[src/rtl/seq_div_pkg.sv]
// Shared types and handshake constants for the execute-stage divider.
package seq_div_pkg;

    typedef logic [31:0] Reg_t;
    typedef logic [63:0] DoubleReg_t;

    typedef enum logic [1:0] {
        FREE   = 2'd0,
        BYZERO = 2'd1,
        ON     = 2'd2,
        END    = 2'd3
    } DivState_t;

    localparam logic DivStart          = 1'b1;
    localparam logic DivStop           = 1'b0;
    localparam logic DivResultReady    = 1'b1;
    localparam logic DivResultNotReady = 1'b0;

    // Two's complement negate when neg is set; also yields magnitudes,
    // with 0x80000000 mapping onto itself as the unsigned value 2^31.
    function automatic Reg_t fix_sign(input Reg_t x, input logic neg);
        return neg ? (~x + 32'd1) : x;
    endfunction

endpackage

[src/rtl/seq_div.sv]
// Radix-2 restoring divider, one quotient bit per cycle, returning
// {remainder, quotient} with a registered ready flag for the EX stall release.
module seq_div
    import seq_div_pkg::*;
(
    input  logic       clk,
    input  logic       rst,
    input  logic       signed_div_i,
    input  Reg_t       opdata1_i,
    input  Reg_t       opdata2_i,
    input  logic       start_i,
    input  logic       annul_i,
    output DoubleReg_t result_o,
    output logic       ready_o
);

    DivState_t  state;
    DivState_t  next_state;
    logic [5:0] count;
    Reg_t       rem;
    Reg_t       quo;
    Reg_t       dvs;
    logic       quo_neg;
    logic       rem_neg;
    DoubleReg_t result;
    logic       ready;

    logic        accept;
    logic [32:0] shifted;
    logic [32:0] diff;
    Reg_t        step_rem;
    Reg_t        step_quo;

    assign accept = (start_i == DivStart) && !annul_i;

    // The quotient register starts out holding the dividend magnitude and
    // its MSB feeds the partial remainder as quotient bits shift in below.
    always_comb begin
        shifted  = {rem, quo[31]};
        diff     = shifted - {1'b0, dvs};
        step_rem = diff[32] ? shifted[31:0] : diff[31:0];
        step_quo = {quo[30:0], ~diff[32]};
    end

    always_ff @(posedge clk) begin
        if (rst) state <= FREE;
        else     state <= next_state;
    end

    always_comb begin
        next_state = state;
        unique case (state)
            FREE: begin
                if (accept) next_state = (opdata2_i == '0) ? BYZERO : ON;
            end
            BYZERO: next_state = END;
            ON: begin
                if (annul_i)             next_state = FREE;
                else if (count == 6'd31) next_state = END;
            end
            END: begin
                if (start_i == DivStop) next_state = FREE;
            end
            default: next_state = FREE;
        endcase
    end

    always_ff @(posedge clk) begin
        if (rst) begin
            count   <= '0;
            rem     <= '0;
            quo     <= '0;
            dvs     <= '0;
            quo_neg <= 1'b0;
            rem_neg <= 1'b0;
            result  <= '0;
            ready   <= DivResultNotReady;
        end else begin
            unique case (state)
                FREE: begin
                    result <= '0;
                    ready  <= DivResultNotReady;
                    if (accept && opdata2_i != '0) begin
                        quo     <= fix_sign(opdata1_i, signed_div_i && opdata1_i[31]);
                        dvs     <= fix_sign(opdata2_i, signed_div_i && opdata2_i[31]);
                        quo_neg <= signed_div_i && (opdata1_i[31] ^ opdata2_i[31]);
                        rem_neg <= signed_div_i && opdata1_i[31];
                        rem     <= '0;
                        count   <= '0;
                    end
                end
                BYZERO: begin
                    result <= '0;
                    ready  <= DivResultReady;
                end
                ON: begin
                    if (annul_i) begin
                        result <= '0;
                        ready  <= DivResultNotReady;
                    end else begin
                        rem   <= step_rem;
                        quo   <= step_quo;
                        count <= count + 6'd1;
                        if (count == 6'd31) begin
                            result <= {fix_sign(step_rem, rem_neg), fix_sign(step_quo, quo_neg)};
                            ready  <= DivResultReady;
                        end
                    end
                end
                END: begin
                    if (start_i == DivStop) begin
                        result <= '0;
                        ready  <= DivResultNotReady;
                    end
                end
                default: begin
                    result <= '0;
                    ready  <= DivResultNotReady;
                end
            endcase
        end
    end

    assign result_o = result;
    assign ready_o  = ready;

endmodule
[config.mk]
export PLATFORM = sky130hd
export DESIGN_NAME = seq_div
export DESIGN_NICKNAME = d
export VERILOG_FILES = /design/src/rtl/seq_div_pkg.sv /design/src/rtl/seq_div.sv
export SDC_FILE = /design/constraint.sdc
export NUM_CORES = 1
export LEC_CHECK = 0
export CAP_MARGIN = 40
export CORE_MARGIN = 4
export CORE_UTILIZATION = 55
export DETAILED_ROUTE_END_ITERATION = 16
export PLACE_DENSITY = 0.78
export SLEW_MARGIN = 30
export SYNTH_ARGS = -nofsm -noshare
export SYNTH_HDL_FRONTEND = slang
export SYNTH_SLANG_ARGS = --single-unit
[constraint.sdc]
create_clock -name clk -period 6.5 [get_ports clk]
set_input_delay 1.3 -clock clk [delete_from_list [all_inputs] [get_ports clk]]
set_output_delay 1.3 -clock clk [all_outputs]
set_load 0.02 [all_outputs]
# ---- After elaboration in Yosys (flattened, before gate mapping)
# Index checks and enable logic that the tools add are counted.
dict set report word_totals {
  regBits 171
  output_inout_bits 65
}
dict set report op_classes {
  add_sub_neg 6
  n_eq_ne 9
  mux 28
  bitwise 6
  n_reduce_logical 15
}
# cell count
set op_table {}
lappend op_table {{32-bit 2-to-1 mux} 9}
lappend op_table {{64-bit 2-to-1 mux} 3}
lappend op_table {{64-bit one-hot mux with 3 select lines} 1}
lappend op_table {{32-bit by 1-bit adder with 32-bit output (second input constant)} 4}
lappend op_table {{32-bit NOT} 4}
lappend op_table {{32-bit one-hot mux with 2 select lines} 2}
lappend op_table {{33-bit by 32-bit subtractor with 33-bit output} 1}
lappend op_table {{32-bit logical NOT} 1}
lappend op_table {{32-bit nonzero test} 1}
lappend op_table {{6-bit 2-to-1 mux} 2}
lappend op_table {{6-bit one-hot mux with 2 select lines} 1}
lappend op_table {{2-bit 2-to-1 mux} 5}
lappend op_table {{2-bit != test (second input constant)} 4}
lappend op_table {{2-bit one-hot mux with 4 select lines} 1}
lappend op_table {{6-bit by 1-bit adder with 6-bit output (second input constant)} 1}
lappend op_table {{6-bit by 5-bit equality test with 1-bit output (second input constant)} 1}
lappend op_table {{3-bit AND reduction} 2}
lappend op_table {{1-bit logical AND} 5}
lappend op_table {{2-bit equality test (second input constant)} 2}
lappend op_table {{1-bit one-hot mux with 4 select lines} 1}
lappend op_table {{2-bit AND reduction} 2}
lappend op_table {{1-bit 2-to-1 mux} 3}
lappend op_table {{3-bit != test (second input constant)} 1}
lappend op_table {{2-bit by 1-bit equality test with 1-bit output (second input constant)} 1}
lappend op_table {{6 further kinds} 6}

# ---- Longest topological paths before layout
dict set report logic_depth {
  word_depth 8
  mapped_depth 25
}

# ---- Worst setup path after synthesis
# OpenSTA, ideal clock, no wires.
dict set report synth_path {
  kind {reg2reg}
  startpoint {register quo[31]}
  endpoint {register result[58], in the netlist result_o[58]}
  setup_time_ns 0.125
  arrival_ns 5.090
  path_slack_ns 1.284
  stages_incl_launch_ff 23
  n_path_buf 3
  period_less_slack_ns 5.216
  path_cell_list {dfxtp_1 > inv_1 > ha_1 > inv_1 > fa_1 > a211oi_2 > o211a_1 > o211ai_1 > nand3_1 > o211a_4 > buf_6 > buf_2 > buf_1 > mux2i_1 > ha_1 > inv_1 > or4_1 > mux2i_1 > o21a_1 > or4b_4 > o41ai_2 > xor2_1 > o21ai_1}
}
dict set report synth_between {
  elab_chain_cells 8
}
# element line_no
set synth_rtl {}
lappend synth_rtl {{start: declaration} seq_div.sv:21} ;# Reg_t quo;
lappend synth_rtl {{start signal: assignment} seq_div.sv:84} ;# quo <= fix_sign(opdata1_i, signed_div_i && opdata1_i[31]);
lappend synth_rtl {{start signal: assignment} seq_div.sv:102} ;# quo <= step_quo;
lappend synth_rtl {{33-bit by 32-bit subtractor with 33-bit output} seq_div.sv:40} ;# diff = shifted - {1'b0, dvs};
lappend synth_rtl {{32-bit 2-to-1 mux (*)} seq_div.sv:41} ;# step_rem = diff[32] ? shifted[31:0] : diff[31:0];
lappend synth_rtl {{32-bit NOT} seq_div_pkg.sv:22} ;# return neg ? (~x + 32'd1) : x;
lappend synth_rtl {{32-bit by 1-bit adder with 32-bit output} seq_div_pkg.sv:22}
lappend synth_rtl {{32-bit 2-to-1 mux (*)} seq_div_pkg.sv:22}
lappend synth_rtl {{64-bit 2-to-1 mux (*)} seq_div.sv:104} ;# if (count == 6'd31) begin
lappend synth_rtl {{64-bit 2-to-1 mux (*)} seq_div.sv:97} ;# if (annul_i) begin
lappend synth_rtl {{64-bit one-hot mux with 3 select lines (*)} seq_div.sv:79} ;# unique case (state)
lappend synth_rtl {{end signal: assignment} seq_div.sv:105} ;# result <= {fix_sign(step_rem, rem_neg), fix_sign(step_quo, quo_neg)};
lappend synth_rtl {{end: declaration} seq_div.sv:25} ;# DoubleReg_t result;
# Mark *: on every way between the ends. The rest lies on a longest branch, timed or not. The select of a mux whose other input is x is not followed.
# A chain may end at the register's enable or synchronous reset.

# ---- Final worst setup path
# Same ends and word-level chain as after synthesis.

==> flow_metrics.env <==
export IMPL_reg2reg_setup_slack_ps=1130
export IMPL_power_frac_clock_pct=28.3
export IMPL_crit_required_ps=6810
export IMPL_min_delay_start="result_o[56]"
export IMPL_ys_flop_type="dfxtp_1"
export IMPL_cpMostUsedCell="inv_1"
export IMPL_io_buffers=133
export IMPL_dieArea_mm2=0.0235
export IMPL_yosys_cell_types_count=88
export IMPL_critical_path_arrival_ps=5680
export IMPL_pwr_share_comb_pct=40.0
export IMPL_dr_total_vias=11500
export IMPL_n_antenna_cell=0
export IMPL_antenna_found_initial=0
export IMPL_postCtsHoldBufs=0
export IMPL_die_height_um=153
export IMPL_core_mm2=0.0205
export IMPL_async_reset_ff_share_pct=0
export IMPL_max_cap_violations=0
export IMPL_cp_slowest_stage_delay_ps=530
export IMPL_hold_viol=0
export IMPL_clk_pin_slew_ps=80
export IMPL_drcViolationCount=0
export IMPL_die_x_um=153
export IMPL_drt_vias_per_instance=5.99
export IMPL_grt_pass1_vias=10600
export IMPL_status="complete, no violations"
export IMPL_path_buf_inv=5
export IMPL_syn_area_mm2=0.0116
export IMPL_cts_made_buffers=17
export IMPL_grt_pass1_wl_mm=55.5
export IMPL_crit_chain="inv_1, ha_1, inv_1, fa_1, a211oi_2, o211a_1, o211ai_1, a21o_1, o211a_4, inv_2, o21ai_0, inv_1, ha_1, inv_1, or4_1, mux2i_1, o21a_1, or4b_4, o41ai_2, xor2_1, o21ai_1"
export IMPL_internal_power_w=0.00220
export IMPL_worstPathMaxFanout=9
export IMPL_crit_path_start_kind="register"
export IMPL_power_leakage_nw=5.15
export IMPL_num_nets_final=1743
export IMPL_swShare_pct=42.0
export IMPL_rsz0062_at_grt="false"
export IMPL_fmax_ghz=0.186
export IMPL_cts_root_buf="clkbuf_16"
export IMPL_yosysSeqAreaShare_pct=29.5
export IMPL_clock_skew_final_ps=18.2
export IMPL_place_hpwl_mm=26.2
export IMPL_overflow=0
export IMPL_post_cts_setup_buffers=0
export IMPL_post_route_min_period_ps=5370
export IMPL_pin_count=134
export IMPL_ys_seq_elements=171
export IMPL_tns_ps=0
export IMPL_drt_iter0_drc=900
export IMPL_maxSlewHeadroom_pct=48.5
export IMPL_r2r_start="quo[31]"
export IMPL_insertion_delay_ps=450
export IMPL_htree_num_levels=4
export IMPL_gp_congestion=0.930
export IMPL_setup_viol=0
export IMPL_yosysWarningCount=0
export IMPL_layout_cells_non_filler=1915
export IMPL_timing_worst_setup_path_type="reg2reg"
export IMPL_startpoint="quo[31]"
export IMPL_synth_cells=1557
export IMPL_cts_max_path_buffers=2
export IMPL_drive_gt1_share_pct=5.35
export IMPL_wirelength_mm=34.5
export IMPL_wl_per_cell_um=18.0
export IMPL_pwr_share_seq_pct=31.7
export IMPL_slew_viol_final=0
export IMPL_rows=52
export IMPL_worst_hold_path_type="reg2reg"
export IMPL_ant_nets=0
export IMPL_critical_path_top_delay_family="compound AO/OA/AOI/OAI gates"
export IMPL_syn_area_per_cell_um2=7.46
export IMPL_grt_max_degree=72
export IMPL_initial_core_util_pct=56.7
export IMPL_synthesis_nets=1668
export IMPL_worst_pin_slew_ps=772
export IMPL_p_switching_w=0.00159
export IMPL_endpoint_kind="register"
export IMPL_place_inst=1883
export IMPL_groute_usage_overall_pct=28.5
export IMPL_cts_tree="done"
export IMPL_cts_sinks=171
export IMPL_post_route_period_util_pct=82.6
export IMPL_ir_drop_mv=0.200
export IMPL_synth_edf_count=0
export IMPL_drt_pass1_iterations=5
export IMPL_area_delta_synth_final_pct=17.7
export IMPL_slowest_stage="or4b_4"
export IMPL_powerDensity_mw_per_mm2=277
export IMPL_cts_resized_gates=0
[per-stage QoR]
step                      power [W]  hold slack [ps]  area, um^2  utilization [%]  worst slack, ps
after floorplan             0.00230              432       11600                -             1280
after CTS                   0.00378              453       13700             66.7             1220
after global placement      0.00269              436       13000             63.6             1290
final                       0.00379              452       13700             66.7             1130
after detailed placement    0.00270              441       13000             63.6             1270
after global routing        0.00401              489       13700             66.7              777
[synth_stat cells, types with 3 or more instances]
cell | count | area share [%]
nand2_1 | 219 | 7.1
nor2_1 | 185 | 6.0
dfxtp_1 | 171 | 29
a21oi_1 | 117 | 5.0
o21ai_0 | 112 | 4.8
xnor2_1 | 79 | 6.0
xor2_1 | 63 | 4.7
clkbuf_1 | 59 | 1.9
inv_1 | 54 | 1.7
a22oi_1 | 47 | 3.0
ha_1 | 41 | 4.4
a211oi_1 | 39 | 2.5
nor3_1 | 36 | 1.6
a21o_1 | 24 | 1.6
nand3_1 | 21 | 0.90
o31ai_1 | 21 | 1.4
buf_2 | 20 | 0.86
mux2i_1 | 16 | 1.4
or3_1 | 15 | 0.81
nor2b_1 | 14 | 0.75
o21a_1 | 14 | 0.90
nand4_1 | 12 | 0.65
buf_1 | 11 | 0.36
o211ai_1 | 11 | 0.71
nor4_1 | 10 | 0.54
o41ai_1 | 10 | 0.75
and2_1 | 9 | 0.48
or4_1 | 9 | 0.58
and3_1 | 8 | 0.43
a31oi_1 | 7 | 0.38
nand2b_1 | 7 | 0.38
o21ai_1 | 7 | 0.30
and4_1 | 6 | 0.45
o2111ai_1 | 5 | 0.38
a22o_1 | 4 | 0.30
o21bai_1 | 4 | 0.26
or2_2 | 4 | 0.22
nand3b_1 | 3 | 0.19
o41ai_2 | 3 | 0.42
[registers in the layout, indices dropped and copies added, names as in the netlist]
name and count:
count 6, dvs 32, quo 32, quo_neg 1, ready_o 1, rem 32
rem_neg 1, result_o 64, state 2
[worst register-to-register path, cell delays in order, from the launching register on]
cell and delay [ps]:
dfxtp_1 350, inv_1 100, ha_1 170, inv_1 50, fa_1 430, a211oi_2 270
o211a_1 240, o211ai_1 230, a21o_1 260, o211a_4 300, inv_2 140, o21ai_0 150
inv_1 90, ha_1 240, inv_1 80, or4_1 470, mux2i_1 310, o21a_1 260
or4b_4 530, o41ai_2 320, xor2_1 180, o21ai_1 70
[final timing paths]
path / endpoint / cells after the start
worst min register to register: result_o[56] / 2
worst max register to register: result_o[58] / 21
worst min-delay path: result_o[56] / 2
worst max-delay path: result_o[58] / 21
[layout by cell type (no fill, tap or decap), types with 14 or more instances in the layout]
master / synthesis / layout
a211oi_1: 39 / 39
a21o_1: 24 / 23
a21oi_1: 117 / 116
a22oi_1: 47 / 47
buf_4: 0 / 15
clkbuf_16: 0 / 17
clkdlybuf4s50_1: 0 / 132
dfxtp_1: 171 / 170
ha_1: 41 / 40
inv_1: 54 / 54
mux2i_1: 16 / 16
nand2_1: 219 / 219
nand3_1: 21 / 21
nor2_1: 185 / 184
nor3_1: 36 / 36
o21a_1: 14 / 14
o21ai_0: 112 / 112
o31ai_1: 21 / 21
or3_1: 15 / 15
xnor2_1: 79 / 79
xor2_1: 63 / 63
[power by group through the flow]
stage | combinational, W | sequential, W | clock, W
final | 0.00152 | 0.00120 | 0.00107
after global routing | 0.00167 | 0.00121 | 0.00113
after CTS | 0.00149 | 0.00120 | 0.00108
after detailed placement | 0.00148 | 0.00122 | 0
after global placement | 0.00147 | 0.00122 | 0
after floorplan | 0.00109 | 0.00121 | 0
[cells by family (layout without fill, tap and decap cells)]
family / after synthesis / after routing / synth area share (%)
simple gates: 574 / 574 / 22.3
fa+ha+maj: 42 / 42 / 4.59
mux: 21 / 21 / 2.01
buf+inv: 147 / 235 / 5.09
compound gates: 460 / 460 / 25.9
flops: 171 / 171 / 29.5
xor+xnor: 142 / 142 / 10.7
[routing by layer]
| layer | routed length, um | vias up | global-route usage [%] |
|---|---|---|---|
| met5 | 0 | - | 0 |
| met4 | 975 | 0 | 9.13 |
| met3 | 1830 | 58 | 3.93 |
| met2 | 16400 | 362 | 47.4 |
| met1 | 15300 | 5383 | 38.4 |
| li1 | - | 5666 | - |
[final cells by class]
cell class / count / area [um^2]
flip-flops and latches: 171 / 3420
multi-input cells: 1239 / 7640
clock buffers: 17 / 425
fillers: 1829 / 6820
inverters: 55 / 206
well taps: 270 / 338
repair buffers: 148 / 1440
clock inverters: 15 / 206
Note: power is estimated with default switching activity, not from simulation.
